==> src/rtl/digit_scan_mux.sv <==
// Time-multiplexed digit driver: scans MSB first, one digit per SCAN_DIV clocks.
// All outputs registered (one clock behind internal state); no backpressure, loads always accepted.
module digit_scan_mux #(
    parameter int NUM_DIGITS  = 4,
    parameter int DIGIT_WIDTH = 4,
    parameter int SCAN_DIV    = 1000,
    localparam int CW         = $clog2(NUM_DIGITS),
    localparam int PW         = $clog2(SCAN_DIV)
) (
    input  logic                              clk,
    input  logic                              reset,
    input  logic [NUM_DIGITS*DIGIT_WIDTH-1:0] digits,
    input  logic                              load,
    input  logic                              blank_lz,
    output logic [DIGIT_WIDTH-1:0]            value,
    output logic [CW-1:0]                     digitCount,
    output logic [NUM_DIGITS-1:0]             digit_en,
    output logic                              frame_done
);

    localparam logic [CW-1:0] LAST_DIGIT = CW'(NUM_DIGITS - 1);
    localparam logic [PW-1:0] LAST_PRESC = PW'(SCAN_DIV - 1);

    logic [PW-1:0]                     r_presc;
    logic [CW-1:0]                     r_cnt;
    logic [NUM_DIGITS*DIGIT_WIDTH-1:0] r_display;
    logic [NUM_DIGITS*DIGIT_WIDTH-1:0] r_pend;
    logic                              r_pend_vld;
    logic [DIGIT_WIDTH-1:0]            r_value;
    logic [CW-1:0]                     r_digit_count;
    logic [NUM_DIGITS-1:0]             r_digit_en;
    logic                              r_frame_done;

    logic                              w_tick;
    logic                              w_wrap;
    logic [DIGIT_WIDTH-1:0]            w_disp [NUM_DIGITS];
    logic [NUM_DIGITS-1:0]             w_allz;
    logic [NUM_DIGITS-1:0]             w_onehot;
    logic                              w_blank;
    logic                              w_acc;

    assign w_tick = (r_presc == LAST_PRESC);
    assign w_wrap = w_tick && (r_cnt == '0);

    // w_allz[i]: display digits i..MSB are all zero
    always_comb begin
        w_allz   = '0;
        w_onehot = '0;
        w_acc    = 1'b1;
        for (int i = NUM_DIGITS - 1; i >= 0; i--) begin
            w_disp[i] = r_display[i*DIGIT_WIDTH +: DIGIT_WIDTH];
            w_acc     = w_acc && (w_disp[i] == '0);
            w_allz[i] = w_acc;
        end
        w_onehot[r_cnt] = 1'b1;
        w_blank = blank_lz && (r_cnt != '0) && w_allz[r_cnt];
    end

    always_ff @(posedge clk or posedge reset) begin
        if (reset) begin
            r_presc       <= '0;
            r_cnt         <= LAST_DIGIT;
            r_display     <= '0;
            r_pend        <= '0;
            r_pend_vld    <= 1'b0;
            r_value       <= '0;
            r_digit_count <= '0;
            r_digit_en    <= '0;
            r_frame_done  <= 1'b0;
        end else begin
            r_presc <= w_tick ? '0 : r_presc + 1'b1;
            if (w_tick) begin
                r_cnt <= (r_cnt == '0) ? LAST_DIGIT : r_cnt - 1'b1;
            end

            // Display only changes at the frame boundary; a load landing exactly there bypasses the buffer.
            if (w_wrap) begin
                r_pend_vld <= 1'b0;
                if (load) begin
                    r_display <= digits;
                end else if (r_pend_vld) begin
                    r_display <= r_pend;
                end
            end else if (load) begin
                r_pend     <= digits;
                r_pend_vld <= 1'b1;
            end

            r_value       <= w_disp[r_cnt];
            r_digit_count <= r_cnt;
            r_digit_en    <= w_blank ? '0 : w_onehot;
            r_frame_done  <= w_wrap;
        end
    end

    assign value      = r_value;
    assign digitCount = r_digit_count;
    assign digit_en   = r_digit_en;
    assign frame_done = r_frame_done;

endmodule
==> config.mk <==
export PLATFORM = sky130hd
export DESIGN_NAME = digit_scan_mux
export DESIGN_NICKNAME = d
export VERILOG_FILES = /design/src/rtl/digit_scan_mux.sv
export SDC_FILE = /design/constraint.sdc
export NUM_CORES = 1
export LEC_CHECK = 0
export ABC_CLOCK_PERIOD_IN_PS = 3400
export CAP_MARGIN = 20
export CORE_MARGIN = 4
export CORE_UTILIZATION = 61
export CTS_BUF_LIST = sky130_fd_sc_hd__clkbuf_4
export CTS_CLUSTER_SIZE = 12
export DETAILED_ROUTE_END_ITERATION = 10
export PLACE_DENSITY = 0.84
export SLEW_MARGIN = 20
export SYNTH_ARGS = -nofsm -noshare
export SYNTH_HDL_FRONTEND = slang
export SYNTH_SLANG_ARGS = --single-unit
==> constraint.sdc <==
create_clock -name clk -period 3.4 [get_ports clk]
set_input_delay 0.34 -clock clk [delete_from_list [all_inputs] [get_ports clk]]
set_output_delay 0.34 -clock clk [all_outputs]
set_load 0.02 [all_outputs]
Word-level counts from Yosys, hierarchy flattened
Index checks and enable logic that the tools add are counted.
Widths: inputs -> output; s select.
{ "classes": {"reduce_logical": 17, "n_mux": 14, "n_addsub": 2, "magnitude_cmp": 3, "bitwise_logic": 2, "n_eq_ne": 1} }
{ "op_table": {"columns": ["operator", "n"], "rows": [
  ["$mux 16", 2],
  ["$logic_not 4->1", 4],
  ["$mux 4", 3],
  ["$add 10x1->10 const B", 1],
  ["$eq 10x10->1 const B", 1],
  ["$mux 10", 1],
  ["$bmux 4 s2", 1],
  ["$logic_and 1x1->1", 7],
  ["$reduce_bool 2->1", 3],
  ["$mux 1", 4],
  ["$reduce_and 2->1", 2],
  ["$ge 3x3->1 const B", 1],
  ["$lt 2x3->1 const B", 1],
  ["$not 2->3", 1],
  ["$bmux 1 s2", 1],
  ["$demux 1 s2", 1],
  ["$ge 2x1->1 const B", 1],
  ["$logic_not 2->1", 1],
  ["$mux 2", 1],
  ["$sub 2x1->2 const B", 1],
  ["$not 1->1", 1]
]} }
{ "word_totals": {"ff_bits": 56, "input_bits": 20, "word_cells": 48} }

Logic depth before layout (Yosys ltp)
Gate-level depths: netlist (run 1).
{ "logic_depth": {"ltp_word": 8, "mapped_depth": 8} }

Least setup slack after synthesis (run 1)
No wires, ideal clock.
{ "synth_timing": {"path_kind": "register to register", "start": "register r_cnt[1]", "end": "register r_digit_en[2] (netlist: digit_en[2])", "path_slack_ps": 1331, "arrival_time_ps": 1950, "stages_incl_launch_ff": 8, "synth_period_minus_slack_ps": 2069, "path_buffers": 1, "cell_sequence": "dfstp_2 > clkbuf_1 > inv_1 > ha_1 > nor4_1 > nand3b_1 > a211oi_1 > and2b_1"} }
{ "synth_via": {"elab_chain_len": 5} }
{ "synth_rtl": {"columns": ["item", "line", "text"], "rows": [
  ["from (decl)", "25", "logic [CW-1:0] r_cnt;"],
  ["from (signal assigned)", "73", "r_cnt <= (r_cnt == '0) ? LAST_DIGIT : r_cnt - 1'b1;"],
  ["$lt 2x3->1 (implied by the code) or $ge 2x1->1 (tied branches)", "55", "w_onehot[r_cnt] = 1'b1;"],
  ["$logic_and 1x1->1 (implied by the code)", "55", null],
  ["$mux 1 (implied by the code)", "55", null],
  ["$demux 1 s2", "55", null],
  ["$mux 4 (*)", "91", "r_digit_en <= w_blank ? '0 : w_onehot;"],
  ["to (signal assigned)", "91", null],
  ["to (decl)", "31", "logic [NUM_DIGITS-1:0] r_digit_en;"]
]} }
Mark *: on every way between the ends. The rest lies on a longest branch, timed or not. The select of a mux whose other input is x is not followed.
A chain may end at the register's enable or synchronous reset.

Final worst setup path (run 1)
{ "layout_timing": {"start": "register r_cnt[0]", "end": "register r_digit_en[2] (netlist: digit_en[2])"} }
The elaborated chain is that of the path after synthesis.

==> key figures, run 1 <==
Setup path
  • Critical Path Sink Type: register
  • Critical path cell sequence: inv_1, ha_1, nor4_1, nand3b_1, a211oi_1, and2b_1
  • R2r endpoint: digit_en[2]$_DFF_PP0_
  • Slowest cell on crit path: dfstp_2
  • Critical path type: register to register
  • Reg2Reg Depth: 6
  • Reg2Reg Setup Slack: 1320 ps
  • WP buf/inv: 1
  • Top delay family on crit path: flip-flops
  • Reg-to-Reg Start: r_cnt[0]$_DFFE_PP1N_
  • Worst Path Required: 3690 ps
  • Arrival time worst endpoint: approximately 2400 ps
  • Critical path launch point type: register
  • Max FO, Critical Path: 9
  • CP peak stage delay: 670 ps

Cells and area
  • Fillers: 265
  • Final #Nets: 252
  • Fraction of final layout cells sized beyond drive strength 1: 16.2%
  • Area growth from synthesis to layout: 15.1%
  • Diodes inserted: 0

Timing
  • Setup WS post-layout: roughly 1300 ps
  • Max-slew violation count: 0
  • Worst-Margin Slew: about 920 ps
  • Min Tclk post-route: 2080 ps
  • Final setup viols: 0
  • Fmax: 480 MHz
  • Final hold vios: 0
  • Max-slew headroom: between 30% and 40%
  • RSZ-0062 raised after global routing: false
  • Period utilization: roughly 61%
  • Skew final: 14.1 ps
  • Hold_ws: 454 ps
  • Post-route setup TNS: 0 ps

Logic synthesis
  • Commonest register cell after synthesis: dfrtp_1
  • Mapped Cells: about 200
  • Register area share after synthesis: 56.1%
  • FFs w/ async S/R, synth: 100%
  • Post-Synthesis Cell Area: 0.00250 mm²
  • FF+latch count, synth: 56
  • Post-Syn Nets: 222
  • YS warnings: 0
  • Number of synthesized flops with an enable pin: 0
  • Post-Syn Area per Cell: 12.7 µm²
  • Cell variety after synth: 33

CTS
  • Root Driver: clkbuf_4
  • Post-CTS Resized: 0
  • Max Buffers Root-to-Sink: 2
  • Clock buffer count from CTS: 5
  • Clock Latency Late Sink: ~380 ps
  • # Post-CTS Setup Buffers: 0
  • Clk slew on worst S/H paths: 140 ps
  • CTS tree: built
  • Hold buffers post-CTS: 0
  • CTS HTree Levels: 2
  • Clock sinks: 56

Flow run
  • Max_cap viols: 0

Placed design
  • Routability Congestion: 0.821
  • Port buffer count: 30
  • DPL Wire Length: 3320 µm
  • Pre-CTS setup slack: 1330 ps

Floorplan
  • I/O pin cnt: 31
  • Initial core utilization: 63.0%
  • Die width: between 70 and 80 µm
  • Die Span Y: 72.0 µm
  • Die ar.: about 0.0052 mm²
  • Core area: between 0.003 and 0.004 mm²
  • Core Rows: 23

Power
  • VDD IR-drop max: 0.280 mV
  • Leak pwr: 1.31 nW
  • Pwr dens: 372 mW/mm²

Global route
  • All-layer global routing usage: between 10% and 20%
  • Initial antenna violation count: 0
  • Largest net degree at the start of global routing: 57
  • Total gr overflow: 0
  • First-pass GRT wire length: 7650 µm
  • Number of global-route vias before repair: 1,632

Routing
  • TritonRoute pass-1 iters: 4
  • DRT antenna net count: 0
  • Via count: 1,596
  • Final wirelength: 4520 µm
  • WL/cell: between 15 and 20 µm
  • DR vias/cell: roughly 5.7
  • Residual DRC count: 0
  • DR iter-0 viols: about 110

Outcome
  • Outcome: finished clean

Worst hold path
  • Worst Hold Class: input port to asynchronous set/reset pin
-- report_power, final --
group / internal [mW] / switching, mW
registers: 0.685 / 0.0106
clock network: 0.0959 / 0.186
logic: 0.0546 / 0.0391
total: 0.836 / 0.236
-- through the flow --
| step | instances | total power, mW | cell area (µm²) | utilization (%) |
|---|---|---|---|---|
| final | 278 | 1.07 | 2880 | 72.5 |
| after CTS | 278 | 1.08 | 2880 | 72.5 |
| after global placement | 270 | 0.798 | 2820 | 71.0 |
| after global routing | 278 | 1.12 | 2880 | 72.5 |
| after floorplan | 197 | 0.766 | 2500 | - |
| after detailed placement | 270 | 0.802 | 2820 | 71.0 |
-- per-layer routing --
| layer | vias up | GRT usage [%] | share of wire (%) |
|---|---|---|---|
| met3 | 6 | 3.60 | 4.3 |
| met4 | 0 | 7.52 | 1.5 |
| met2 | 40 | 32.3 | 51 |
| met5 | - | 0 | 0 |
| li1 | 750 | - | - |
| met1 | 800 | 24.8 | 43 |
-- worst max path at each step --
stage / end / startpoint / slack [ps] / cells after the start
after floorplan: digit_en[2]$_DFF_PP0_ / r_cnt[1]$_DFFE_PP1N_ / 1330 / 7
after global placement: digit_en[2]$_DFF_PP0_ / r_cnt[0]$_DFFE_PP1N_ / 1390 / 6
after detailed placement: digit_en[2]$_DFF_PP0_ / r_cnt[0]$_DFFE_PP1N_ / 1330 / 6
after CTS: digit_en[2]$_DFF_PP0_ / r_cnt[0]$_DFFE_PP1N_ / 1300 / 6
after global routing: digit_en[2]$_DFF_PP0_ / r_cnt[0]$_DFFE_PP1N_ / 1090 / 6
final: digit_en[2]$_DFF_PP0_ / r_cnt[0]$_DFFE_PP1N_ / 1320 / 6
-- registers in the layout, indices dropped and copies added, names as in the netlist --
register    cells
frame_done      1
r_pend         16
value           4
r_display      16
digitCount      2
r_pend_vld      1
r_presc        10
digit_en        4
r_cnt           2
-- area by class of cell --
class	count	area [µm²]	area share (%)
clock buffers	7	52.6	1.83
clock inverters	1	3.75	0.130
inverters	4	16.3	0.565
multi-input cells	128	1020	35.6
flip-flops and latches	56	1400	48.8
well taps	50	62.6	2.17
repair buffers	32	315	11.0
-- worst reg2reg max path: stages, from the launching register on --
cell      delay (ps)
dfstp_2          670
inv_1            120
ha_1             300
nor4_1           210
nand3b_1         110
a211oi_1         350
and2b_1          220
-- cell families after synthesis --
group | synth area share (%)
AO/OA/AOI/OAI | 6.10
XOR/XNOR | 1.75
adder cells (fa/ha/maj) | 2.50
buffers and inverters | 2.90
flip-flops | 56.1
multiplexers | 19.2
AND/OR/NAND/NOR | 11.5
-- cell usage in the layout (no fill, tap or decap), drive strengths merged --
cell | netlist | final
a211oi | 1 | 1
a21oi | 5 | 5
a31o | 1 | 1
a31oi | 1 | 1
and2 | 2 | 2
and2b | 1 | 1
and3 | 3 | 3
and4bb | 1 | 1
buf | 7 | 2
clkbuf | 2 | 7
clkdlybuf4s50 | 0 | 30
clkinv | 0 | 2
dfrtp | 54 | 54
dfstp | 2 | 2
ha | 5 | 5
inv | 4 | 3
mux2 | 17 | 17
mux2i | 16 | 16
mux4 | 4 | 4
nand2 | 18 | 18
nand3 | 6 | 6
nand3b | 1 | 1
nand4 | 3 | 3
nor2 | 11 | 11
nor2b | 3 | 3
nor4 | 4 | 4
o211ai | 1 | 1
o21a | 1 | 1
o21ai | 18 | 18
xnor2 | 1 | 1
xor2 | 4 | 4
-- synthesized netlist by cell type, types with 2 or more instances --
cell	n	area, µm²
dfstp_2	2	52.6
nor2_1	11	41.3
nor4_1	4	25.0
clkbuf_1	2	7.51
nand2_1	17	63.8
dfrtp_1	54	1350
mux4_2	4	90.1
nand3_1	6	30.0
nor2b_1	3	18.8
buf_2	6	30.0
mux2i_1	16	160
a21oi_1	5	25.0
nand4_1	2	12.5
and3_1	3	18.8
mux2_4	10	150
inv_1	4	15.0
mux2_2	7	78.8
and2_1	2	12.5
o21ai_0	18	90.1
xor2_1	4	35.0
ha_1	5	62.6
Power figures use the tool's default switching activity.
==> run 2, diff against run 1 <==
--- a/config.mk
+++ b/config.mk
@@ -5,14 +5,14 @@
 export SDC_FILE = /design/constraint.sdc
 export NUM_CORES = 1
 export LEC_CHECK = 0
-export ABC_CLOCK_PERIOD_IN_PS = 3400
+export ABC_CLOCK_PERIOD_IN_PS = 2000
 export CAP_MARGIN = 20
 export CORE_MARGIN = 4
-export CORE_UTILIZATION = 61
+export CORE_UTILIZATION = 57
 export CTS_BUF_LIST = sky130_fd_sc_hd__clkbuf_4
 export CTS_CLUSTER_SIZE = 12
 export DETAILED_ROUTE_END_ITERATION = 10
-export PLACE_DENSITY = 0.84
+export PLACE_DENSITY = 0.8
 export SLEW_MARGIN = 20
 export SYNTH_ARGS = -nofsm -noshare
 export SYNTH_HDL_FRONTEND = slang
==> constraint.sdc (replaced) <==
create_clock -name clk -period 2 [get_ports clk]
set_input_delay 0.2 -clock clk [delete_from_list [all_inputs] [get_ports clk]]
set_output_delay 0.2 -clock clk [all_outputs]
set_load 0.02 [all_outputs]
==> run 2 against run 1 <==
Clock power increased by 70%. Largest power group unchanged. Sequential power increased by 70%. Worst setup slack got worse by 1200 ps. Non-clock buffer count increased by 6. Routed wire length increased by 7.8%. Critical path depth decreased by 1.
==> key figures, run 2 (same netlist as run 1, synthesis figures left out) <==
Global route
  • Number of global-route vias before repair: roughly 1,700
  • First-pass GRT wire length: 8310 µm
  • Gr busiest metal: met2
  • Met1 Use GR: approximately a quarter
  • Initial antenna violation count: 0
  • Met2 Track Usage GR: 34.1%
  • All-layer global routing usage: 20.0%
  • Total gr overflow: 0
  • Met3 Usage GRT: 3.51%
  • Largest net degree at the start of global routing: 33

Floorplan
  • Die Span Y: ~74 µm
  • Core Rows: 23
  • Initial core utilization: slightly above 60%
  • I/O pin cnt: 31
  • Core area: 0.00412 mm²
  • Die ar.: 0.00551 mm²
  • Die width: 74.2 µm

Cells and area
  • Largest registers: r_display (16), r_pend (16), r_presc (10)
  • Diodes inserted: 0
  • Most common cell after layout, fill and taps aside: dfrtp_1
  • Fraction of final layout cells sized beyond drive strength 1: between 10% and 20%
  • Fillers: 286
  • Area growth from synthesis to layout: 17.4%
  • Final #Nets: roughly 260
  • Commonest cells after routing, fill and taps aside: dfrtp_1 (54), clkdlybuf4s50_1 (30), o21ai_0 (18)
  • Register area: between 0.001 and 0.0015 mm²
  • Area occupied by multi-input gates: around 0.0010 mm²

Setup path
  • Critical path cell sequence: ha_1, and3_2, nand4_4, nand2_4, mux2_2
  • CP startpoint: r_presc[0]$_DFF_PP0_
  • Critical path type: register to register
  • Max FO, Critical Path: 16
  • Top delay family on crit path: simple AND/OR/NAND/NOR gates
  • Critical path launch point type: register
  • Worst Path Required: around 2300 ps
  • Reg-to-Reg Start: r_presc[0]$_DFF_PP0_
  • Critical Path Sink Type: register
  • WP buf/inv: 0
  • Slowest cell on crit path: dfrtp_1
  • Reg2Reg Depth: 5
  • CP peak stage delay: 440 ps
  • Crit path depth: 5
  • Reg2Reg Setup Slack: 140 ps
  • Arrival time worst endpoint: roughly 2100 ps

CTS
  • Root Driver: clkbuf_4
  • Clock Latency Late Sink: 380 ps
  • CTS tree: built
  • Clock buffer count from CTS: 5
  • Max Buffers Root-to-Sink: 2
  • # Post-CTS Setup Buffers: 0
  • CTS HTree Levels: 2
  • Clock sinks: between 50 and 60
  • Clk slew on worst S/H paths: 150 ps

Routing
  • Residual DRC count: 0
  • Via count: about 1,600
  • TritonRoute pass-1 iters: 4
  • DRT antenna net count: 0
  • DR vias/cell: 5.71
  • WL/cell: 17.2 µm
  • DR iter-0 viols: 67
  • Final wirelength: 4870 µm

Timing
  • Fmax: 537 MHz
  • Min Tclk post-route: around 1900 ps
  • Period utilization: 93.1%
  • Max-slew violation count: 0
  • RSZ-0062 raised after global routing: false
  • Worst-Margin Slew: 376 ps
  • Final setup viols: 0
  • Post-route setup TNS: 0 ps
  • Skew final: between 7 and 8 ps
  • Max-slew headroom: 75.0%
  • Final hold vios: 0

Power
  • Final Total Pwr: 1.83 mW
  • VDD IR-drop max: approximately 0.39 mV
  • Leak pwr: 1.34 nW
  • Pwr dens: between 600 and 700 mW/mm²

Flow run
  • Max_cap viols: 0

Placed design
  • Port buffer count: 30
  • Routability Congestion: approximately 0.85
  • DPL Wire Length: 3670 µm

Worst hold path
  • Worst Hold Class: input port to asynchronous set/reset pin

Outcome
  • Outcome: finished clean
[run 2: changes by cell type in the layout (fill, tap and decap cells not counted)]
cell,delta
inv_2,+1
buf_12,+1
and3_1,-1
clkinv_1,-1
buf_4,+5
clkbuf_4,-2
and3_2,+1
clkinv_4,+1
clkinv_2,+1
[run 2: what timing repair did]
action                                  CTS  global route
gates resized for setup                   0             1
endpoints found under the setup margin    0            16
endpoints found under the hold margin     0             0
hold buffers                              0             0
[run 2: area by class of cell]
type	count	area share (%)
sequential	56	47.8
clock inverter	3	0.639
inverter	4	0.511
tap	50	2.13
timing repair buffer	38	12.7
multi-input combinational	128	34.9
clock buffer	5	1.28
[run 2: stage by stage]
step | hold WS (ps) | instances | area (µm²) | util [%] | setup WS, ps
6_report | 174 | 284 | 2940 | 71.4 | 139
5_1_grt | 208 | 284 | 2940 | 71.4 | 25.0
4_1_cts | 183 | 284 | 2940 | 71.3 | 46.0
3_5_place_dp | 482 | 276 | 2880 | 70.0 | 63.9
3_3_place_gp | 476 | 276 | 2880 | 70.0 | 194
2_1_floorplan | 349 | 197 | 2500 | - | 73.1
[run 2: layer usage]
metal | share of wire, % | vias up
met5 | 0 | -
li1 | - | 766
met3 | 4.9 | 9
met2 | 51 | 48
met1 | 42 | 799
met4 | 1.8 | 0
[run 2: worst register-to-register path: cells and delay by family, from the launching register on]
kind                       cells  cell delay (ps)
and+or+nand+nor                3              700
adders and majority gates      1              240
muxes                          1              390
DFF                            1              440
[run 2: where the power goes]
| part | total [mW] | switching [mW] | internal (mW) |
|---|---|---|---|
| Combinational | 0.166 | 0.0686 | 0.0979 |
| Sequential | 1.18 | 0.0181 | 1.16 |
| Clock | 0.479 | 0.343 | 0.136 |
[run 2: final timing paths]
kind | to
max | r_pend[11]$_DFFE_PP0P_
min | digitCount[0]$_DFF_PP0_
max reg2reg | r_pend[11]$_DFFE_PP0P_
min reg2reg | r_presc[9]$_DFF_PP0_
max in group asynchronous | r_cnt[1]$_DFFE_PP1N_
min in group clk | r_pend[0]$_DFFE_PP0P_
==> run 3, diff against run 2 <==
--- a/config.mk
+++ b/config.mk
@@ -7,12 +7,15 @@
 export LEC_CHECK = 0
 export ABC_CLOCK_PERIOD_IN_PS = 2000
 export CAP_MARGIN = 20
+export CELL_PAD_IN_SITES_DETAIL_PLACEMENT = 2
+export CELL_PAD_IN_SITES_GLOBAL_PLACEMENT = 2
 export CORE_MARGIN = 4
-export CORE_UTILIZATION = 57
+export CORE_UTILIZATION = 39
 export CTS_BUF_LIST = sky130_fd_sc_hd__clkbuf_4
 export CTS_CLUSTER_SIZE = 12
 export DETAILED_ROUTE_END_ITERATION = 10
-export PLACE_DENSITY = 0.8
+export HOLD_SLACK_MARGIN = 0.15
+export PLACE_DENSITY = 0.79
 export SLEW_MARGIN = 20
 export SYNTH_ARGS = -nofsm -noshare
 export SYNTH_HDL_FRONTEND = slang
==> run 3 against run 2 <==
Fmax shrank 1.1%. Worst setup slack worse by 21 ps. Count of clock-buffer cells in the layout unchanged. Critical path depth stayed put. Design area rose by 2.4%. Routed wire length up 21%. Largest cell class unchanged. Power is 1.6% higher. Utilization is 22 points lower. Global-route usage is 3.2 points lower. Sequential share of layout area shrank 1.1 points. Via count grew 0.62%.
==> key figures, run 3 (same netlist as run 1, synthesis figures left out) <==
Outcome
  • Outcome: finished clean

Global route
  • All-layer global routing usage: 16.8%
  • Number of global-route vias before repair: about 1,900
  • Initial antenna violation count: 0
  • Largest net degree at the start of global routing: 33
  • First-pass GRT wire length: 9920 µm
  • Total gr overflow: 0

Routing
  • DR vias/cell: roughly 5.3
  • DR WL met2: 3040 µm
  • DRT antenna net count: 0
  • Residual DRC count: 0
  • TritonRoute pass-1 iters: 4
  • DR iter-0 viols: 63
  • WL/cell: 19.1 µm
  • Top sig layer: met4
  • WL met3: between 200 and 250 µm
  • Final wirelength: 5910 µm
  • Via count: 1,632
  • Metal-1 WL: 2600 µm

Floorplan
  • Core area: 0.00606 mm²
  • Core Rows: 28
  • Initial core utilization: 41.3%
  • I/O pin cnt: 31
  • Die Span Y: 88.1 µm
  • Die ar.: 0.00776 mm²
  • Die width: 88.1 µm

Setup path
  • Reg2Reg Depth: 5
  • Critical Path Sink Type: register
  • Max FO, Critical Path: 16
  • Critical path launch point type: register
  • Slowest cell on crit path: dfrtp_1
  • Arrival time worst endpoint: 2160 ps
  • Critical path type: register to register
  • CP peak stage delay: 440 ps
  • Worst Path Required: approximately 2300 ps
  • Critical path cell sequence: ha_1, and3_2, nand4_4, nand2_4, mux2_2

Cells and area
  • Fillers: 601
  • Commonest cells after routing, fill and taps aside: dfrtp_1 (54), clkdlybuf4s50_1 (30), o21ai_0 (18)
  • Most common cell after layout, fill and taps aside: dfrtp_1
  • Area growth from synthesis to layout: 20.2%
  • Final core area utilization: 49.6%
  • Largest registers: r_display (16), r_pend (16), r_presc (10)
  • Final #Nets: 259
  • Fraction of final layout cells sized beyond drive strength 1: 19.6%
  • Diodes inserted: 0

Power
  • Final Total Pwr: 1.86 mW
  • Comb pwr share: 9.4%
  • VDD IR-drop max: 0.273 mV
  • Pwr dens: 618 mW/mm²
  • Switch share: 24.5%
  • Internal power: 1.40 mW
  • P_sw: around 450 µW
  • Clock network power share: a little over a quarter
  • Leak pwr: between 1 and 1.5 nW
  • Sequential fraction of design power: 63.7%

CTS
  • Clock sinks: 56
  • Clk slew on worst S/H paths: about 160 ps
  • CTS tree: built
  • Clock buffer count from CTS: 5
  • Max Buffers Root-to-Sink: 2
  • CTS HTree Levels: 2
  • # Post-CTS Setup Buffers: 0
  • Root Driver: clkbuf_4
  • Clock Latency Late Sink: 380 ps

Timing
  • Final hold vios: 0
  • RSZ-0062 raised after global routing: false
  • Period utilization: a little over nine tenths
  • Final setup viols: 0
  • Skew final: 9.27 ps
  • Max-slew violation count: 0
  • Max-slew headroom: 73.9%
  • Fmax: between 500 and 600 MHz
  • Worst-Margin Slew: 390 ps
  • Min Tclk post-route: 1880 ps

Placed design
  • Port buffer count: 30
  • Routability Congestion: around 0.8
  • DPL Wire Length: 4360 µm

Flow run
  • Max_cap viols: 0

Worst hold path
  • Worst Hold Class: input port to register
  • Hold Path Cell Cnt: 2
run 3: what timing repair did:
action                                 in CTS  in global routing
setup endpoints to repair                   3                 19
resized for setup                           1                  3
hold buffers                                1                  0
endpoints found under the hold margin      13                  0
run 3: critical path: cells and delay by family, from the launching register on:
kind | cells | cell delay, ps
adder cells (fa/ha/maj) | 1 | 250
multiplexers | 1 | 380
AND/OR/NAND/NOR | 3 | 700
flip-flops | 1 | 440
run 3: worst paths after layout:
kind / from / to / slack [ps]
setup / recovery: r_presc[0]$_DFF_PP0_ / r_pend[11]$_DFFE_PP0P_ / 120
max in group asynchronous: reset / r_pend[14]$_DFFE_PP0P_ / 760
setup reg to reg: r_presc[0]$_DFF_PP0_ / r_pend[11]$_DFFE_PP0P_ / 120
hold reg to reg: r_pend[14]$_DFFE_PP0P_ / r_pend[14]$_DFFE_PP0P_ / 520
hold / removal: digits[1] / r_pend[1]$_DFFE_PP0P_ / 450
min in group asynchronous: reset / digit_en[0]$_DFF_PP0_ / 660
run 3: metrics by stage:
stage | cell area (µm²) | setup TNS, ps | hold WS, ps | setup WS (ps) | cells
floorplan | 2500 | 0 | 349 | 73.1 | 197
global placement | 2920 | 0 | 475 | 97.0 | 301
detailed placement | 2920 | -10.3 | 482 | -10.3 | 301
CTS | 2990 | 0 | 443 | 17.5 | 310
global route | 3010 | 0 | 430 | 36.5 | 310
finish | 3010 | 0 | 454 | 118 | 310
run 3: power groups by stage:
stage	Combinational [mW]	Clock (mW)	Sequential, mW
final	0.175	0.499	1.18
after CTS	0.179	0.524	1.18
after global routing	0.191	0.570	1.19
after global placement	0.165	0	1.20
after detailed placement	0.176	0	1.21
after floorplan	0.105	0	1.20
run 3: routing by layer:
layer,vias up,global-route usage [%]
met2,30,29.5
met4,0,4.53
met3,6,3.20
met5,-,0
li1,763,-
met1,833,21.3
run 3: final cells by class:
type | instances | area (µm²) | share of cell area [%]
Inverter | 4 | 15.0 | 0.499
Timing Repair Buffer | 39 | 395 | 13.2
Clock buffer | 5 | 37.5 | 1.25
Sequential cell | 56 | 1400 | 46.7
Multi-Input combinational cell | 128 | 1040 | 34.7
Tap cell | 75 | 93.8 | 3.12
Clock inverter | 3 | 17.5 | 0.583
